$ cat src/rtl/regfile_pkg.sv
// Shared types and defaults for the regfile_sb register file slice.
// Latency: n/a (types and constants only).
// Backpressure: n/a.
package regfile_pkg;

  // Clear-sweep controller states
  typedef enum logic [1:0] {
    IDLE  = 2'd0,
    CLEAR = 2'd1,
    DONE  = 2'd2
  } rf_state_t;

  // RV32I defaults; NREGS may be overridden to 16 for RV32E
  localparam int XLEN_DEFAULT  = 32;
  localparam int NREGS_DEFAULT = 32;

endpackage

$ cat src/rtl/regfile_scoreboard.sv
// Per-register pending bits: set on issue, cleared on writeback or by the clear sweep.
// Latency: updates visible the cycle after the request; read-out is combinational.
// Backpressure: none; the caller gates set/clear/sweep with the controller state.
module regfile_scoreboard #(
  parameter int NREGS = 32,
  parameter int AW    = $clog2(NREGS)
) (
  input  logic          clk,
  input  logic          reset,
  input  logic          set_en,
  input  logic [AW-1:0] set_idx,
  input  logic          clr_en,
  input  logic [AW-1:0] clr_idx,
  input  logic          sweep_en,
  input  logic [AW-1:0] sweep_idx,
  input  logic [AW-1:0] rd1_idx,
  input  logic [AW-1:0] rd2_idx,
  output logic          rd1_pend,
  output logic          rd2_pend
);

  logic [NREGS-1:0] pend;
  logic [NREGS-1:0] pend_nxt;

  // Next pending vector: writeback clears, then issue sets (newer producer wins), sweep clears last
  always_comb begin
    pend_nxt = pend;
    if (clr_en)   pend_nxt[clr_idx]   = 1'b0;
    if (set_en)   pend_nxt[set_idx]   = 1'b1;
    if (sweep_en) pend_nxt[sweep_idx] = 1'b0;
    pend_nxt[0] = 1'b0;
  end

  // Pending register with asynchronous reset
  always_ff @(posedge clk or posedge reset) begin
    if (reset) pend <= '0;
    else       pend <= pend_nxt;
  end

  assign rd1_pend = pend[rd1_idx];
  assign rd2_pend = pend[rd2_idx];

endmodule

$ cat src/rtl/regfile_sb.sv
// Integer register file (XLEN x NREGS), 2 combinational read ports, 1 write port, pending scoreboard, clear sweep.
// Latency: reads combinational; write/issue take effect next edge; clear sweep takes NREGS cycles plus one DONE cycle.
// Backpressure: ready=0 during CLEAR/DONE, where writes, issues and clr_req are dropped. Macro REGFILE_WRITE_BYPASS_EN enables write-through forwarding.
module regfile_sb
  import regfile_pkg::*;
#(
  parameter  int XLEN  = XLEN_DEFAULT,
  parameter  int NREGS = NREGS_DEFAULT,
  localparam int AW    = $clog2(NREGS)
) (
  input  logic            clk,
  input  logic            reset,
  input  logic [AW-1:0]   rs1_addr,
  input  logic [AW-1:0]   rs2_addr,
  output logic [XLEN-1:0] rs1_data,
  output logic [XLEN-1:0] rs2_data,
  output logic            rs1_pend,
  output logic            rs2_pend,
  input  logic            wr_en,
  input  logic [AW-1:0]   wr_addr,
  input  logic [XLEN-1:0] wr_data,
  input  logic            iss_en,
  input  logic [AW-1:0]   iss_rd,
  input  logic            clr_req,
  output logic            ready,
  output logic            clr_done
);

  localparam logic [AW-1:0] LAST_IDX = AW'(NREGS - 1);

  rf_state_t       state, state_nxt;
  logic [AW-1:0]   ptr, ptr_nxt;
  logic [XLEN-1:0] regs [NREGS];

  logic wr_fire, iss_fire, sweep;
  logic [XLEN-1:0] rs1_raw, rs2_raw;
  logic            rs1_pend_raw, rs2_pend_raw;

  // Writes and issues only count in IDLE and never target x0
  assign wr_fire  = (state == IDLE) && wr_en  && (wr_addr != '0);
  assign iss_fire = (state == IDLE) && iss_en && (iss_rd  != '0);
  assign sweep    = (state == CLEAR);

  // Controller state and sweep pointer
  always_ff @(posedge clk or posedge reset) begin
    if (reset) begin
      state <= IDLE;
      ptr   <= '0;
    end else begin
      state <= state_nxt;
      ptr   <= ptr_nxt;
    end
  end

  // Next-state and status outputs; DONE is left on the last index, not on pointer wrap
  always_comb begin
    state_nxt = state;
    ptr_nxt   = ptr;
    ready     = 1'b0;
    clr_done  = 1'b0;
    case (state)
      IDLE: begin
        ready = 1'b1;
        if (clr_req) begin
          state_nxt = CLEAR;
          ptr_nxt   = '0;
        end
      end
      CLEAR: begin
        ptr_nxt = ptr + 1'b1;
        if (ptr == LAST_IDX) state_nxt = DONE;
      end
      DONE: begin
        clr_done  = 1'b1;
        state_nxt = IDLE;
      end
      default: state_nxt = IDLE;
    endcase
  end

  // Data array: sweep clears one entry per cycle, otherwise accept the writeback
  always_ff @(posedge clk or posedge reset) begin
    if (reset) begin
      for (int i = 0; i < NREGS; i++) regs[i] <= '0;
    end else if (sweep) begin
      regs[ptr] <= '0;
    end else if (wr_fire) begin
      regs[wr_addr] <= wr_data;
    end
  end

  regfile_scoreboard #(
    .NREGS (NREGS),
    .AW    (AW)
  ) u_scoreboard (
    .clk       (clk),
    .reset     (reset),
    .set_en    (iss_fire),
    .set_idx   (iss_rd),
    .clr_en    (wr_fire),
    .clr_idx   (wr_addr),
    .sweep_en  (sweep),
    .sweep_idx (ptr),
    .rd1_idx   (rs1_addr),
    .rd2_idx   (rs2_addr),
    .rd1_pend  (rs1_pend_raw),
    .rd2_pend  (rs2_pend_raw)
  );

  // x0 always reads as zero regardless of stored contents
  assign rs1_raw = (rs1_addr == '0) ? '0 : regs[rs1_addr];
  assign rs2_raw = (rs2_addr == '0) ? '0 : regs[rs2_addr];

`ifdef REGFILE_WRITE_BYPASS_EN
  logic byp1, byp2;

  // Forward the in-flight writeback to matching read ports in the same cycle
  assign byp1     = wr_fire && (wr_addr == rs1_addr);
  assign byp2     = wr_fire && (wr_addr == rs2_addr);
  assign rs1_data = byp1 ? wr_data : rs1_raw;
  assign rs2_data = byp2 ? wr_data : rs2_raw;
  assign rs1_pend = byp1 ? 1'b0 : rs1_pend_raw;
  assign rs2_pend = byp2 ? 1'b0 : rs2_pend_raw;
`else
  assign rs1_data = rs1_raw;
  assign rs2_data = rs2_raw;
  assign rs1_pend = rs1_pend_raw;
  assign rs2_pend = rs2_pend_raw;
`endif

endmodule

$ cat config.mk
export PLATFORM = sky130hd
export DESIGN_NAME = regfile_sb
export DESIGN_NICKNAME = d
export VERILOG_FILES = /design/src/rtl/regfile_pkg.sv /design/src/rtl/regfile_scoreboard.sv /design/src/rtl/regfile_sb.sv
export SDC_FILE = /design/constraint.sdc
export NUM_CORES = 2
export LEC_CHECK = 0
export CORE_ASPECT_RATIO = 0.9
export CORE_MARGIN = 2
export CORE_UTILIZATION = 49
export DETAILED_ROUTE_END_ITERATION = 8
export MAX_ROUTING_LAYER = met4
export PLACE_DENSITY_LB_ADDON = 0.2
export SYNTH_ARGS = -nofsm -noshare
export SYNTH_HDL_FRONTEND = slang
export SYNTH_SLANG_ARGS = --single-unit
export TNS_END_PERCENT = 10
$ cat constraint.sdc
create_clock -name clk -period 54.6 [get_ports clk]
set_clock_uncertainty 0.1 [all_clocks]
set_input_delay 10.92 -clock clk [delete_from_list [all_inputs] [get_ports clk]]
set_output_delay 10.92 -clock clk [all_outputs]
set_load 0.05 [all_outputs]
==> results_dict.tcl <==
set metrics [dict create \
    routed_wl_um 267200 \
    async_flop_share 1.000 \
    violations "capacitance limit, slew limit" \
    area_growth_pct 8.970 \
    ctsResizeCount 0 \
    cts_sinks 1062 \
    r2r_cells 9 \
    cp_cell_sequence "buf_8 -> buf_4 -> or4_1 -> buf_4 -> o21ai_0 -> a311oi_1 -> clkdlybuf4s50_1" \
    layout_setup_ws_ns 27.47 \
    ir_drop_v 0.00004860 \
    yosysSeqAreaShare 0.4235 \
    p_seq_frac 0.402 \
    netlist_area_sq_um 62760 \
    fp.dieArea_sq_um 131000 \
    cts_hold_buf 0 \
    path_max_fanout 73 \
    cts_made_buffers 114 \
    hp-start "regs[1011]" \
    fin_nets 5925 \
    clk-insertion-delay-late_ns 0.74 \
    drcViolationCount 0 \
    r2r_start "state[1]" \
    synthDistinctLibCells 52 \
    overflow 0 \
    ys.flop_type "dfrtp_1" \
    drive_above_1_share 0.1705 \
    hold_ws_ns 0.4103 \
    synth_edf_count 0 \
    leakage_uw 0.02536 \
    dieWidth_um 381.2 \
    crit_top_cell "buf_4" \
    start_util 0.4939 \
    syn-num-nets 6308 \
    cts_tree "done" \
    register_area_sq_um 26580 \
    grt_pass1_vias 56361 \
    wl_per_cell_um 34.83 \
    setup_viol_count_final 0 \
    core_sq_um 127100 \
    clk_pin_slew_ns 0.06 \
    place.detailed.hpwl_um 150100 \
    endpoint_kind "primary output" \
    total_power_uw 2613 \
    status "complete, but fails checks" \
    p_int_uw 1663 \
    path_class "primary input to primary output" \
    boundaryPins 125 \
    comb_power_share 0.279 \
    worstReg2RegEnd "regs[885]" \
    synthCells 6246 \
    cp.arrival_ns 16.11 \
    cp.required_ns 43.58 \
    maxCapViolations 1 \
    synth_seq_cells 1062 \
    clkPwrFrac 0.318 \
    placed_area_sq_um 64410 \
    cts_max_level 3 \
    cts_root_buf "clkbuf_16" \
    final_common_cell "nor2_1" \
    power.density_nw_per_um2 38.21 \
    fin_area_sq_um 68380 \
    post-cts-setup-buffer-count 0 \
    min_path_cells 1 \
    cts.path.max_buffers 3 \
    r2r_slack_ns 49.30 \
    cpMaxStageDelayCell "a311oi_1" \
    antenna_found_initial 8 \
    place_ws_ns 27.76 \
    gp_congestion 1.050 \
    drt_iter0_markers 10004 \
    num-fill-cells 11066 \
    period_share 0.4968 \
    grt_start_max_net_pins 224 \
    fp.dieH_um 343.5 \
    hold_viol_final 0 \
    ant_nets 0 \
    cpPeakStageDelay_ns 1.08 \
    fin_setup_tns_ns 0 \
    postSynthAreaPerCell_sq_um 10.05 \
    swShare 0.3635 \
    rsz0062_at_grt "false" \
    drtPass1Iterations 9 \
    grt_first_pass_wirelength_um 390900 \
    cp-start-kind "primary input" \
    clock.fmax_ghz 0.03686 \
    p_sw_uw 949.7 \
    hp-class "flip-flop to flip-flop" \
    num_rows 124 \
    multi_input_area_sq_um 32820 \
    num_vias 58045 \
    drv_slew 2 \
    grt_util_all_layers 0.4156 \
    yosysWarnings 0 \
    worst_pin_slew_ns 1.513 \
    max_slew_margin -0.01559 \
    port_buffers 124 \
    layout_common_cells "nor2_1, dfrtp_1, nor3_1" \
    hold_path_end "regs[1011]" \
    synth_top_cell_by_area "dfrtp_1" \
    fin_crit_ns 27.13 \
    yosysTopAreaCellShare 0.4235 \
    viasPerCell 7.568 \
    synth_area_leaders "dfrtp_1, mux4_2, nor4_1" \
]
state kept, by name, summed over array words and instances, names as in the netlist:
name,count
state,2
u_scoreboard.pend,31
ptr,5
regs,1024
how the worst max path moves through the flow:
stage,from,end,slack [ns]
after global routing,rs1_addr[1],rs1_data[14],27.53
after global placement,rs1_addr[1],rs1_data[10],27.71
after floorplan,reset,ptr[0],13.69
final,rs1_addr[1],rs1_data[14],27.47
after CTS,rs1_addr[1],rs1_data[10],27.74
after detailed placement,rs1_addr[1],rs1_data[10],27.76
cells by family (layout without fill, tap and decap cells):
group / count (synthesis) / count (layout) / synth area share
AO/OA/AOI/OAI: 505 / 505 / 0.05888
adder cells (fa/ha/maj): 5 / 5 / 0.0009969
buffers and inverters: 846 / 558 / 0.05820
flip-flops: 1062 / 1062 / 0.4235
multiplexers: 663 / 663 / 0.2000
other: 0 / 11 / 0
AND/OR/NAND/NOR: 3165 / 3165 / 0.2585
metal layers:
| metal | GRT usage | routed length [um] | share of wire |
|---|---|---|---|
| met2 | 0.5590 | 111500 | 0.42 |
| met4 | 0.2695 | 20660 | 0.077 |
| met1 | 0.5356 | 95520 | 0.36 |
| met3 | 0.1378 | 39430 | 0.15 |
| met5 | - | 0 | 0 |
synth_stat cells (3+ instances only):
cell / count
ha_1: 5
or2_2: 3
nand2_1: 70
a2bb2oi_1: 23
nor3b_1: 4
nor3_1: 903
nand2b_1: 6
and2_1: 36
nor2_1: 1102
nand3_1: 6
nor4_1: 897
buf_6: 18
a22oi_1: 66
nand4_1: 6
o2111ai_1: 17
inv_1: 29
mux2_2: 66
a311oi_1: 64
a21oi_1: 4
buf_4: 8
buf_1: 9
or3b_2: 4
nor2b_1: 76
mux4_2: 466
a221oi_1: 47
mux2i_1: 131
o21ai_0: 113
a211oi_1: 160
clkbuf_1: 539
and3b_1: 3
a22o_1: 3
nor4_4: 28
buf_2: 240
nand3b_1: 6
dfrtp_1: 1062
metrics by stage:
stage,std cells,util
after floorplan,6246,-
after CTS,7659,0.5379
final,7670,0.5382
after global routing,7667,0.5381
after global placement,7448,0.5069
after detailed placement,7448,0.5069
power groups by stage:
stage	Sequential, uW	Clock [uW]	Combinational [uW]
2_1_floorplan	1020	0	507
6_report	1050	831	730
5_1_grt	1060	865	765
3_5_place_dp	1060	0	707
3_3_place_gp	1050	0	696
4_1_cts	1040	834	708
critical path: cells and delay by family:
family          cells  cell delay (ns)
compound gates      2             1.23
buf+inv             4             2.91
simple gates        1             0.83
cell type report:
cell class	count	share of cell area
Antenna cell	11	0.0004025
Inverter	31	0.001848
Multi-Input combinational cell	4338	0.4800
Clock inverter	50	0.009057
Clock buffer	161	0.04856
Tap cell	1701	0.03112
Timing Repair Buffer	316	0.04044
Sequential cell	1062	0.3886
(Power assumes the default switching activity.)
